**src/rtl/regfile_pkg.sv**
```systemverilog
// Shared register-file types and widths used by the writeback arbiter and its testbench.
package regfile_pkg;

    localparam int REG_ADDR_W = 5;
    localparam int NUM_REGS   = 32;
    localparam int DATA_W     = 32;

    typedef logic [REG_ADDR_W-1:0] reg_addr_t;

    typedef struct packed {
        logic              valid;
        reg_addr_t         addr;
        logic [DATA_W-1:0] data;
    } wr_req_t;

endpackage

```
**src/rtl/rr_arbiter.sv**
```systemverilog
// Combinational round-robin pick: the first asserted request at or after ptr_i
// (wrapping modulo N) wins; gnt_o is one-hot or zero.
module rr_arbiter #(
    parameter int N  = 3,
    parameter int IW = $clog2(N)
) (
    input  logic [N-1:0]  req_i,
    input  logic [IW-1:0] ptr_i,
    output logic [N-1:0]  gnt_o,
    output logic [IW-1:0] idx_o
);

    logic          found;
    logic [IW:0]   pos;

    always_comb begin
        gnt_o = '0;
        idx_o = '0;
        found = 1'b0;
        pos   = '0;
        for (int k = 0; k < N; k++) begin
            pos = {1'b0, ptr_i} + (IW+1)'(k);
            if (pos >= (IW+1)'(N)) begin
                pos = pos - (IW+1)'(N);
            end
            if (!found && req_i[pos[IW-1:0]]) begin
                found               = 1'b1;
                gnt_o[pos[IW-1:0]] = 1'b1;
                idx_o               = pos[IW-1:0];
            end
        end
    end

endmodule

```
**src/rtl/regfile_wr_arbiter.sv**
```systemverilog
// Round-robin share of the register-file write port with a one-deep staging register.
// Define REGFILE_ARB_PRIO0_EN to make requester 0 fixed highest priority (others may starve).
module regfile_wr_arbiter
    import regfile_pkg::*;
#(
    parameter int N_Bits = 32,
    parameter int N_REQ  = 3
) (
    input  logic                          clk,
    input  logic                          rst_n,
    input  logic [N_REQ-1:0]              req_valid,
    input  logic [REG_ADDR_W*N_REQ-1:0]   req_addr,
    input  logic [N_Bits*N_REQ-1:0]       req_data,
    output logic [N_REQ-1:0]              req_ready,
    output logic                          WE3,
    output logic [REG_ADDR_W-1:0]         A3,
    output logic [N_Bits-1:0]             WD3,
    output logic [NUM_REGS-1:0]           pend_mask,
    output logic [$clog2(N_REQ)-1:0]      grant_id
);

    localparam int             IW       = $clog2(N_REQ);
    localparam logic [IW-1:0]  LAST_IDX = IW'(N_REQ - 1);

    reg_addr_t          addr_lane [N_REQ];
    logic [N_Bits-1:0]  data_lane [N_REQ];

    generate
        for (genvar gi = 0; gi < N_REQ; gi++) begin : g_lane
            assign addr_lane[gi] = req_addr[REG_ADDR_W*gi +: REG_ADDR_W];
            assign data_lane[gi] = req_data[N_Bits*gi +: N_Bits];
        end
    endgenerate

    logic [IW-1:0]      rr_ptr_q, rr_ptr_d;
    logic [N_REQ-1:0]   gnt;
    logic [IW-1:0]      gnt_idx;
    logic               any_gnt;
    logic               ptr_adv;

`ifdef REGFILE_ARB_PRIO0_EN
    logic [N_REQ-1:0]   rr_gnt;
    logic [IW-1:0]      rr_idx;

    // Requester 0 is masked out of the rotation; it pre-empts whenever valid.
    rr_arbiter #(.N(N_REQ), .IW(IW)) u_rr_arbiter (
        .req_i (req_valid & ~N_REQ'(1)),
        .ptr_i (rr_ptr_q),
        .gnt_o (rr_gnt),
        .idx_o (rr_idx)
    );

    assign gnt     = req_valid[0] ? N_REQ'(1) : rr_gnt;
    assign gnt_idx = req_valid[0] ? '0 : rr_idx;
    assign any_gnt = |gnt;
    assign ptr_adv = any_gnt && (gnt_idx != '0);
`else
    rr_arbiter #(.N(N_REQ), .IW(IW)) u_rr_arbiter (
        .req_i (req_valid),
        .ptr_i (rr_ptr_q),
        .gnt_o (gnt),
        .idx_o (gnt_idx)
    );

    assign any_gnt = |gnt;
    assign ptr_adv = any_gnt;
`endif

    assign req_ready = rst_n ? gnt : '0;

    logic               we_q, we_d;
    reg_addr_t          a3_q, a3_d;
    logic [N_Bits-1:0]  wd3_q, wd3_d;
    logic [IW-1:0]      gid_q, gid_d;

    always_comb begin
        rr_ptr_d = rr_ptr_q;
        we_d     = 1'b0;
        a3_d     = a3_q;
        wd3_d    = wd3_q;
        gid_d    = gid_q;
        if (ptr_adv) begin
            rr_ptr_d = (gnt_idx == LAST_IDX) ? '0 : gnt_idx + 1'b1;
        end
        if (any_gnt) begin
            a3_d  = addr_lane[gnt_idx];
            wd3_d = data_lane[gnt_idx];
            gid_d = gnt_idx;
            // x0 is hardwired: accept the handshake but never enable the write.
            we_d  = (addr_lane[gnt_idx] != '0);
        end
    end

    always_ff @(posedge clk or negedge rst_n) begin
        if (!rst_n) begin
            rr_ptr_q <= '0;
            we_q     <= 1'b0;
            a3_q     <= '0;
            wd3_q    <= '0;
            gid_q    <= '0;
        end else begin
            rr_ptr_q <= rr_ptr_d;
            we_q     <= we_d;
            a3_q     <= a3_d;
            wd3_q    <= wd3_d;
            gid_q    <= gid_d;
        end
    end

    assign WE3       = we_q;
    assign A3        = a3_q;
    assign WD3       = wd3_q;
    assign grant_id  = gid_q;
    assign pend_mask = we_q ? (NUM_REGS'(1) << a3_q) : '0;

endmodule

```
**config.mk**
```make
export PLATFORM = sky130hd
export DESIGN_NAME = regfile_wr_arbiter
export DESIGN_NICKNAME = d
export VERILOG_FILES = /design/src/rtl/regfile_pkg.sv /design/src/rtl/rr_arbiter.sv /design/src/rtl/regfile_wr_arbiter.sv
export SDC_FILE = /design/constraint.sdc
export NUM_CORES = 1
export LEC_CHECK = 0
export BUFFER_PORTS_ARGS = -buffer_cell sky130_fd_sc_hd__buf_2
export CAP_MARGIN = 5
export CORE_MARGIN = 5
export CORE_UTILIZATION = 35
export CTS_BUF_LIST = sky130_fd_sc_hd__clkbuf_4 sky130_fd_sc_hd__clkbuf_8
export DETAILED_ROUTE_END_ITERATION = 12
export PLACE_DENSITY = 0.7
export RECOVER_POWER = 50
export SLEW_MARGIN = 10
export SYNTH_ARGS = -nofsm -noshare
export SYNTH_HDL_FRONTEND = slang
export SYNTH_SLANG_ARGS = --single-unit
```
**constraint.sdc**
```tcl
create_clock -name clk -period 3.1 [get_ports clk]
set_clock_uncertainty 0.15 [all_clocks]
set_input_delay 0.465 -clock clk [delete_from_list [all_inputs] [get_ports clk]]
set_output_delay 0.465 -clock clk [all_outputs]
set_load 0.03 [all_outputs]
```
# After elaboration in Yosys (flattened, before gate mapping)
# Index checks and enable logic that the tools add are counted.
# word_totals
ff_bits	42
# op_classes
n_addsub	6
n_lt_le_gt_ge	10
eq_ne	1
shifts	1
n_mux	33
n_bitwise	3
reduce_logical	9
# ops
cell	count
$mux W32	3
$bmux W32 S2	1
$shl A1 B5 Y32 const A	1
$mux W2	7
$mux W3	4
$bmux W5 S2	1
$mux W5	2
$lt A2 B3 Y1 const B	3
$mux W1	9
$bmux W1 S2	3
$demux W1 S2	3
$ge A2 B1 Y1 const B	3
$ge A3 B2 Y1 const B	2
$or A3 B3 Y3	2
$sub A2 B2 Y2 const B	3
$logic_and A1 B1 Y1	5
$reduce_bool A5 Y1	1
$add A2 B1 Y3 const B	1
$add A2 B2 Y3 const B	1
$ge A3 B3 Y1 const B	1
$not A2 Y3	1
$reduce_or A3 Y1	1
$add A2 B1 Y2 const B	1
$eq A2 B2 Y1 const B	1
2 further kinds	3

# Depth between registers and ports, before layout
# Gate-level depths: netlist (run 1).
# depth
word_depth	17
depth_mapped	11
ltp_nobuf	8

# Modules after synthesis
# Synthesis (run 1) repeated with hierarchy kept, for this count alone.
# unflattened
hier_cells	346
area_unflattened_um2	2763.9
# modules_own_cells
module	n_inst	cells_per_inst	area_each_um2	seq_area_each_um2
regfile_wr_arbiter	1	308	2497.4	1051.0
rr_arbiter	1	38	266.5	0.0

# Worst setup path before layout (run 1)
# OpenSTA, ideal clock, no wires.
# synth_path
path_type	flip-flop to flip-flop
start	register rr_ptr_q[1]
end	register a3_q[0], in the netlist A3[0]
arrival_time_ns	2.309
setup_slack_ns	0.517
stages_incl_launch_ff	10
path_buffers	2
period_less_slack_ns	2.583
cell_sequence	dfrtp_1 > inv_1 > ha_1 > buf_2 > mux2_4 > a211oi_2 > a21oi_1 > nor3_4 > buf_6 > mux2_2
# synth_between
elab_chain_cells	15
# synth_lines
element	line_no	rtl
start: declaration	regfile_wr_arbiter.sv:35	logic [IW-1:0] rr_ptr_q, rr_ptr_d;
start signal: assignment	regfile_wr_arbiter.sv:102	rr_ptr_q <= rr_ptr_d;
parallel branches: the longest is 15 deep, another holds $add A2 B1 Y3	n/a	
end signal: assignment	regfile_wr_arbiter.sv:98	a3_q <= '0;
end signal: assignment	regfile_wr_arbiter.sv:104	a3_q <= a3_d;
end: declaration	regfile_wr_arbiter.sv:72	reg_addr_t a3_q, a3_d;
# Parallel ways; which one is timed is not known. The select of a mux whose other input is x is not followed.
# A chain may end at the register's enable or synchronous reset.

# Worst setup path after layout (run 1)
# layout_path
start	register rr_ptr_q[0]
end	output req_ready[0]
# layout_between
elab_chain_cells	12
# layout_lines
element	line_no	rtl
$add A2 B1 Y3, or another cell as far along	rr_arbiter.sv:22	pos = {1'b0, ptr_i} + (IW+1)'(k);
$ge A3 B2 Y1, or another cell as far along	rr_arbiter.sv:23	if (pos >= (IW+1)'(N)) begin
$mux W2, or another cell as far along	rr_arbiter.sv:23	
$lt A2 B3 Y1 (implied by the code), or another cell as far along	rr_arbiter.sv:28	gnt_o[pos[IW-1:0]] = 1'b1;
$logic_and A1 B1 Y1 (implied by the code), or another cell as far along	rr_arbiter.sv:28	
$mux W1 (implied by the code), or another cell as far along	rr_arbiter.sv:28	
$demux W1 S2, or another cell as far along	n/a	
$or A3 B3 Y3 (no source line) / $mux W1 (equally long branches)	n/a	
$mux W3 / $logic_not A1 Y1 (equally long branches)	rr_arbiter.sv:26	if (!found && req_i[pos[IW-1:0]]) begin
$or A3 B3 Y3 (no source line) / $logic_and A1 B1 Y1 (equally long branches)	n/a	
$mux W3 (*)	rr_arbiter.sv:26	
$mux W3 (*)	regfile_wr_arbiter.sv:69	assign req_ready = rst_n ? gnt : '0;
end: declaration	regfile_wr_arbiter.sv:14	output logic [N_REQ-1:0] req_ready,
# Mark *: on every way between the ends. The rest lies on a longest branch, timed or not. The select of a mux whose other input is x is not followed.

==> flow_summary.yaml, run 1 <==
job:
  cap_violations: 0
timing:
  fin_setup_tns_ns: 0
  relSlewSlack: 0.424
  min_period_over_period: 0.963
  worstMarginPinSlew_ns: 0.864
  finalMaxSlewViolations: 0
  worst_slack_ns: 0.115
  final-hold-violation-count: 0
  rsz0062_at_grt: "no"
  setup_viol: 0
  layout_min_cycle_time_ns: 2.98
  fmax_ghz: 0.335
power:
  p_per_area_nw_per_um2: 1300
  power_leakage_nw: 2.01
  power_mw: 5.39
  vdd_drop_max_mv: 0.596
place:
  dp_slack_ns: 0.131
  io_buffers: 190
  dp_hpwl_um: 7060
  numPlacedInstances: 601
  gp_congestion: 0.924
yosys:
  syn_area_um2: 3010
  ys_ff_latch: 42
  synth.avg_cell_area_um2: 9.43
  synthCells: 319
  yosysWarnings: 0
  mappedNetlistNets: 439
  ys_seq_area_frac: 0.349
  yosysUniqueCellTypes: 38
layout:
  drive_gt1_frac: 0.444
  nets: 624
  diodes: 0
  most-common-layout-cells: "152 x buf_2, 42 x nand2_1, 41 x dfrtp_1, 41 x mux2i_1, 40 x mux2_2"
  final_cells: 610
  final_util: 0.500
  layout_commonest_cell: "buf_2"
  area_growth_pct: 38.0
  nFillCells: 821
cts:
  cts_sinks: 42
  numCtsBuffers: 5
  clockBufferDepth: 2
  cts_tree: "done"
  htreeDepth: 2
  insertion_delay_ns: 0.28
  cts-root-buf: "clkbuf_8"
  clkTransAtPathRegs_ns: 0.07
global_routing:
  grt_overflow: 0
  track_usage: 0.163
  grt_pass1_vias: 3097
  antenna_found_initial: 0
  grt_pass1_wl_um: 14000
  grt_max_degree: 43
detailed_routing:
  drt-initial-drc-count: 74
  vias: 3070
  first_pass_iters: 4
  routed_wl_um: 8790
  via_per_inst: 5.03
  drc_errors: 0
  ant_nets: 0
  drt-wirelength-per-cell_um: 14.4
worst_hold_path:
  hold_depth: 1
  whs_endpoint: "WD3[8]"
  hp-class: "register to register"
  worstHoldStart: "WD3[8]"
worst_setup_path:
  reg2regPathDepth: 9
  path_class: "register to output port"
  startpoint: "rr_ptr_q[0]"
  path_buf_inv: 2
  critPathSlowestCell: "dfrtp_2"
  cp_top_family: "compound AO/OA/AOI/OAI gates"
  rrSetupSlack_ns: 0.27
  cp.arrival_ns: 2.37
  r2r-start: "rr_ptr_q[1]"
  crit_fanout: 9
  r2r-end: "WE3"
  cpPeakStageDelay_ns: 0.42
  cp_cell_sequence: "inv_1 -> ha_4 -> mux2i_4 -> o22a_1 -> o211ai_1 -> a31oi_2 -> and2_1 -> buf_2"
  cp-start-kind: "register"
  required_ns: 2.48
  end_kind: "output port"
floorplanning:
  die-area_um2: 10600
  core_um2: 8300
  num_io_pins: 191
  initial_utilization: 0.363
  dieHeight_um: 103
  die_w_um: 103
  fp-row-count: 33
outcome:
  outcome: "finished, final reports clean"
-- cells by family after synthesis --
| kind of cell | after synthesis | synth area share |
|---|---|---|
| flops | 42 | 0.349 |
| compound gates | 58 | 0.121 |
| mux | 83 | 0.294 |
| buf+inv | 30 | 0.0615 |
| fa+ha+maj | 4 | 0.0166 |
| simple gates | 102 | 0.157 |
-- sequential cells by signal, indices dropped and copies added (netlist names) --
register / count
A3: 5
WE3: 1
WD3: 32
grant_id: 2
rr_ptr_q: 2
-- worst register-to-register path: stages (launching register included) --
cell,delay [ns]
dfrtp_1,0.43
inv_1,0.15
ha_4,0.22
mux2_4,0.34
a211oi_2,0.40
o22ai_4,0.14
buf_4,0.22
mux2_2,0.28
mux2i_1,0.22
a41oi_1,0.14
-- report_power, final --
group	total [mW]	switching [mW]	internal, mW
Sequential	1.10	0.228	0.871
Combinational	3.93	2.26	1.67
Clock	0.363	0.175	0.188
Total	5.39	2.66	2.73
-- metrics by stage --
| step | instance area, um2 | hold WS, ns |
|---|---|---|
| after detailed placement | 4030 | 0.259 |
| after floorplan | 3010 | 0.0194 |
| after global placement | 4030 | 0.263 |
| after CTS | 4160 | 0.351 |
| final | 4150 | 0.357 |
| after global routing | 4150 | 0.361 |
-- synthesized netlist by cell type, drive strengths merged --
cell type,count,area share
dfrtp,42,0.35
mux2i,42,0.14
nand2,42,0.052
mux2,41,0.15
o21ai,34,0.058
nor2,27,0.034
buf,14,0.042
inv,9,0.011
nor3,9,0.019
clkbuf,7,0.0087
o221ai,5,0.015
a21oi,4,0.0067
and2,4,0.0083
ha,4,0.017
nand4,4,0.0083
and3b,3,0.0087
nand2b,3,0.0062
nand3,3,0.0050
nand3b,3,0.0075
nor2b,3,0.0062
o22ai,3,0.0083
a21o,2,0.0050
o211ai,2,0.0050
o22a,2,0.0058
a2111oi,1,0.0029
a211oi,1,0.0042
a21boi,1,0.0025
a31oi,1,0.0021
a41oi,1,0.0029
o32a,1,0.0033
or2,1,0.0021
-- routing by layer --
layer  GRT usage  up-vias  wire length (um)
li1            -     1504                 -
met1       0.191     1418              3330
met2       0.300      136              4620
met3      0.0291       12               722
met4      0.0464        0               116
met5           0        -                 0
-- cell type report --
cell class / instances / area [um2] / area share
Sequential cell: 42 / 1050 / 0.253
Inverter: 9 / 33.8 / 0.00814
Clock inverter: 1 / 5.00 / 0.00121
Timing Repair Buffer: 199 / 983 / 0.237
Multi-Input combinational cell: 247 / 1860 / 0.447
Clock buffer: 7 / 90.1 / 0.0217
Tap cell: 105 / 131 / 0.0316
-- worst max-delay path by stage --
stage | depth (start not counted) | slack (ns) | to
4_1_cts | 8 | 0.001 | req_ready[0]
3_5_place_dp | 9 | 0.13 | WD3[19]
2_1_floorplan | 9 | 0.52 | A3[0]
6_report | 8 | 0.12 | req_ready[0]
3_3_place_gp | 9 | 0.26 | WE3
5_1_grt | 8 | 0.02 | req_ready[0]
-- repair_timing --
| action | 4_1_cts | 5_1_grt |
|---|---|---|
| pin swaps | 0 | 0 |
| setup endpoints to repair | 3 | 4 |
| resized for setup | 5 | 7 |
| hold buffers | 1 | 0 |
| setup buffers | 0 | 0 |
| hold endpoints to repair | 12 | 0 |
No activity file was read; power rests on OpenSTA's default activity.
==> run 2, diff against run 1 <==
- RECOVER_POWER: 50 -> 25
==> run 2 against run 1 <==
Against the previous run:
- register-to-register slack hardly changed
- maximum frequency hardly changed
- flip-flop and latch count stayed put
- setup slack hardly changed
- total power is 0.34% higher
- count of clock-buffer cells in the layout stayed put
- core utilization is 0.18 points higher
- combinational power hardly changed
- critical endpoint unchanged
==> flow_summary.yaml, run 2 (synthesized netlist as in run 1, its figures left out) <==
place:
  numPlacedInstances: 601
  io_buffers: 190
  dp_slack_ns: 0.131
  gp_congestion: 0.924
  dp_hpwl_um: 7060
  placed_cell_area_um2: 4030
cts:
  insertion_delay_ns: 0.28
  htreeDepth: 2
  cts_setup_buffers: 0
  cts-root-buf: "clkbuf_8"
  clockBufferDepth: 2
  cts_tree: "done"
  cts_sinks: 42
  numCtsBuffers: 5
  clkTransAtPathRegs_ns: 0.07
timing:
  layout_min_cycle_time_ns: 2.99
  final-hold-violation-count: 0
  relSlewSlack: 0.421
  rsz0062_at_grt: "no"
  setup_viol: 0
  min_period_over_period: 0.963
  fmax_ghz: 0.335
  finalMaxSlewViolations: 0
  worstMarginPinSlew_ns: 0.868
  fin_setup_tns_ns: 0
  worst_slack_ns: 0.115
worst_hold_path:
  worstHoldStart: "WD3[8]"
  hold_depth: 1
  hp-class: "register to register"
layout:
  nets: 624
  nFillCells: 817
  layout_commonest_cell: "buf_2"
  regArea_um2: 1050
  diodes: 0
  most-common-layout-cells: "162 x buf_2, 42 x nand2_1, 41 x dfrtp_1, 41 x mux2i_1, 40 x mux2_2"
  final_cells: 610
  drive_gt1_frac: 0.463
  fin_area_um2: 4170
  largest_register_ffs: 32
  multi_input_area_um2: 1860
  area_growth_pct: 38.5
worst_setup_path:
  r2r-start: "rr_ptr_q[1]"
  cp_cell_sequence: "inv_1 -> ha_4 -> mux2i_4 -> o22a_1 -> o211ai_1 -> a31oi_2 -> and2_1 -> buf_2"
  cp.arrival_ns: 2.37
  startpoint: "rr_ptr_q[0]"
  cpPeakStageDelay_ns: 0.42
  path_buf_inv: 2
  cp-start-kind: "register"
  required_ns: 2.48
  end_kind: "output port"
  critPathSlowestCell: "dfrtp_2"
  crit_fanout: 9
  reg2regPathDepth: 9
  cp_top_family: "compound AO/OA/AOI/OAI gates"
  path_class: "register to output port"
  cp.depth: 8
global_routing:
  track_usage: 0.163
  grt_overflow: 0
  grt_pass1_wl_um: 14000
  grt_pass1_vias: 3097
  antenna_found_initial: 0
  grt_max_degree: 43
floorplanning:
  num_io_pins: 191
  core_um2: 8300
  initial_utilization: 0.363
  fp-row-count: 33
  dieHeight_um: 103
  die_w_um: 103
  die-area_um2: 10600
job:
  cap_violations: 0
detailed_routing:
  drc_errors: 0
  drt-wirelength-per-cell_um: 14.4
  first_pass_iters: 4
  via_per_inst: 5.02
  routed_wl_um: 8800
  drt-initial-drc-count: 78
  vias: 3062
  ant_nets: 0
power:
  vdd_drop_max_mv: 0.596
  p_per_area_nw_per_um2: 1300
  power_mw: 5.41
  power_leakage_nw: 2.04
outcome:
  outcome: "finished, final reports clean"
[run 2: changes by cell type in the layout (fill, tap and decap cells not counted), sizes merged]
| cell | before | now |
|---|---|---|
| buf | 159 | 170 |
| clkbuf | 46 | 35 |
[run 2: worst paths after layout]
path	endpoint	slack [ns]
max	req_ready[0]	0.11
min	WD3[8]	0.36
max reg2reg	WE3	0.27
min reg2reg	WD3[8]	0.36
max in group asynchronous	WD3[8]	1.24
min in group asynchronous	WD3[5]	0.66
[run 2: where the power goes]
| group | switching [mW] | internal (mW) |
|---|---|---|
| logic | 2.26 | 1.69 |
| registers | 0.228 | 0.871 |
| clock network | 0.175 | 0.188 |
| total | 2.66 | 2.75 |
[run 2: cell type report]
class / instances / share of cell area
Clock buffer: 7 / 0.0216
Clock inverter: 1 / 0.00120
Inverter: 9 / 0.00811
Multi-Input combinational cell: 247 / 0.445
Sequential cell: 42 / 0.253
Tap cell: 105 / 0.0315
Timing Repair Buffer: 199 / 0.240
[run 2: routing by layer]
metal / GRT usage / share of wire / up-vias
li1: - / - / 1504
met1: 0.191 / 0.38 / 1416
met3: 0.0291 / 0.082 / 12
met4: 0.0464 / 0.013 / 0
met5: 0 / 0 / -
met2: 0.300 / 0.53 / 130
[run 2: what timing repair did]
action | 4_1_cts | 5_1_grt
hold buffers | 1 | 0
endpoints found under the setup margin | 3 | 4
hold endpoints to repair | 12 | 0
gates resized for setup | 5 | 7
[run 2: through the flow]
step	hold slack, ns	util
after global placement	0.263	0.486
after floorplan	0.0194	-
after CTS	0.351	0.501
final	0.357	0.502
after detailed placement	0.259	0.486
after global routing	0.361	0.502
==> run 3, diff against run 2 <==
- PLACE_DENSITY: 0.7 -> 0.72
- SYNTH_HIERARCHICAL: not set -> 1
==> run 3 against run 2 <==
Against the previous run:
- hold slack got worse by 0.11 ns
- via count rose by 4.2%
- critical path depth rose by 1
- setup slack improved by 0.048 ns
- routed wire length rose by 5.3%
- first-iteration DRC count rose by 120%
- sequential power rose by 4%
- die area fell by 7.4%
- synthesized cell count rose by 8.5%
- sequential share of layout area rose by 1.6 points
- critical endpoint is now WD3[21]
==> flow_summary.yaml, run 3 <==
layout:
  most-common-layout-cells: "155 x buf_2, 98 x nor2_1, 64 x a21oi_1"
  nets: 649
  drive_gt1_frac: 0.351
  largest_register_ffs: 32
  layout_commonest_cell: "buf_2"
  diodes: 0
  area_growth_pct: 41.7
yosys:
  syn_area_um2: 2760
  synth_mux_area_frac: 0.113
  synth_area_leaders: "dfrtp_1 38%, nor2_1 13%, a21oi_1 12%"
  netlist_top_cells_count: "99 x nor2_1, 65 x a21oi_1, 42 x dfrtp_1"
  yosysMostFrequentCell: "nor2_1"
  mappedNetlistNets: 466
  synth_top_cell_by_area: "dfrtp_1"
  synth_top_area_share: 0.380
  synthArstFlopShare: 1.00
  synth_edf_count: 0
  yosys.area_share.simple: 0.234
  synth_compound_area_frac: 0.201
  synth.avg_cell_area_um2: 7.99
  synthCells: 346
  yosysWarnings: 6
  synth_xor_area_frac: 0
  synth_fa_ha_area_frac: 0.0181
  ys_seq_area_frac: 0.380
  ys_ff_latch: 42
  synth_top_family_by_area: "simple AND/OR/NAND/NOR gates"
  yosysUniqueCellTypes: 39
  synth-main-ff-cell: "dfrtp_1"
global_routing:
  grt_pass1_wl_um: 14600
  antenna_found_initial: 0
  grt_max_degree: 38
  grt_overflow: 0
  grt_pass1_vias: 3145
  track_usage: 0.179
power:
  p_int_mw: 2.46
  power_leakage_nw: 1.95
  vdd_drop_max_mv: 0.717
  switching_share: 0.545
  power_mw: 5.40
  p_per_area_nw_per_um2: 1380
  p_sw_mw: 2.94
  pwr-share-comb: 0.716
  seq_power_share: 0.211
  p_clk_frac: 0.073
timing:
  rsz0062_at_grt: "no"
  finalMaxSlewViolations: 0
  relSlewSlack: 0.551
  worstMarginPinSlew_ns: 0.673
  layout_min_cycle_time_ns: 2.94
  setup_viol: 0
  min_period_over_period: 0.947
  fin_setup_tns_ns: 0
  worst_slack_ns: 0.163
  fmax_ghz: 0.340
  final-hold-violation-count: 0
place:
  dp_slack_ns: 0.0316
  gp_congestion: 0.942
  io_buffers: 190
  dp_hpwl_um: 7280
outcome:
  outcome: "finished, final reports clean"
worst_hold_path:
  hp-class: "input port to register"
cts:
  htreeDepth: 2
  cts_tree: "done"
  numCtsBuffers: 5
  cts-root-buf: "clkbuf_8"
  insertion_delay_ns: 0.30
  clkTransAtPathRegs_ns: 0.09
  clockBufferDepth: 2
  cts_sinks: 42
job:
  cap_violations: 0
detailed_routing:
  via_per_inst: 5.05
  first_pass_iters: 4
  drt-wirelength-per-cell_um: 14.7
  drc_errors: 0
  vias: 3191
  routed_wl_um: 9260
  ant_nets: 0
  drt-initial-drc-count: 168
floorplanning:
  num_io_pins: 191
  initial_utilization: 0.358
  core_um2: 7730
  die-area_um2: 9770
  die_w_um: 98.9
  dieHeight_um: 98.9
  fp-row-count: 32
worst_setup_path:
  cp.arrival_ns: 2.97
  end_kind: "register"
  required_ns: 3.13
  path_class: "register to register"
  crit_fanout: 11
  cp-start-kind: "register"
-- run 3: changes by cell type after synthesis, moves of 5 or more --
cell | before | now
o21ai_0 | 28 | 1
nor2_1 | 27 | 99
o21ai_1 | 5 | 0
mux2_2 | 40 | 0
mux2i_1 | 42 | 29
buf_6 | 8 | 3
nand2_1 | 42 | 13
a221o_1 | 0 | 10
clkbuf_1 | 7 | 12
o221ai_1 | 5 | 0
a21oi_1 | 4 | 65
-- run 3: power groups by stage --
stage | Sequential [mW] | Clock [mW] | Combinational [mW]
after floorplan | 1.59 | 0 | 2.47
after global placement | 1.13 | 0 | 3.81
after detailed placement | 1.13 | 0 | 3.92
after CTS | 1.13 | 0.407 | 3.91
after global routing | 1.19 | 0.425 | 4.25
final | 1.14 | 0.393 | 3.87
-- run 3: worst paths after layout --
| path | startpoint | depth (start not counted) | slack, ns | endpoint |
|---|---|---|---|---|
| min reg2reg | grant_id[0] | 2 | 0.34 | grant_id[0] |
| min in group asynchronous | rst_n | 2 | 0.52 | WD3[14] |
| max | rr_ptr_q[0] | 9 | 0.16 | WD3[21] |
| min | req_data[12] | 2 | 0.24 | WD3[12] |
| max in group asynchronous | rst_n | 3 | 1.42 | WD3[2] |
| max reg2reg | rr_ptr_q[0] | 9 | 0.16 | WD3[21] |
-- run 3: worst max-delay path, cell delays in order, from the launching register on --
cell and delay, ns:
dfrtp_2 0.42, inv_1 0.08, ha_2 0.38, inv_1 0.10
a32o_1 0.24, a2bb2oi_2 0.18, nor2_1 0.09, or3_2 0.52
and2_2 0.28, a221o_1 0.37
-- run 3: through the flow --
stage	util	hold WS, ns	instances	instance area (um2)
CTS	0.508	0.236	632	3930
global route	0.507	0.233	632	3920
floorplan	-	0.0194	346	2760
detailed placement	0.494	0.185	623	3820
finish	0.507	0.244	632	3920
global placement	0.494	0.184	623	3820
-- run 3: kinds of logic after synthesis --
kind of cell,Yosys count
adders and majority gates,4
and+or+nand+nor,148
AOI/OAI and AO/OA,91
DFF,42
buffers and inverters,30
muxes,31
-- run 3: cell type report --
type	instances	area [um2]
Clock buffer	7	90.1
Tap cell	102	128
Timing Repair Buffer	201	1010
Clock inverter	1	8.76
Multi-Input combinational cell	274	1610
Inverter	5	18.8
Fill cell	751	3810
Sequential cell	42	1050
-- run 3: per-layer routing --
metal | part of all wire | wire, um | global-route usage | vias up
li1 | - | - | - | 1570
met1 | 0.40 | 3710 | 0.208 | 1455
met2 | 0.49 | 4580 | 0.323 | 153
met3 | 0.091 | 840 | 0.0453 | 13
met4 | 0.014 | 131 | 0.0504 | 0
met5 | 0 | 0 | 0 | -
-- run 3: repair_timing --
action                                 CTS  global route
resized for setup                        0             9
setup endpoints to repair                0            39
buffers inserted                         0             0
endpoints found under the hold margin    5             0
hold buffers                             1             0
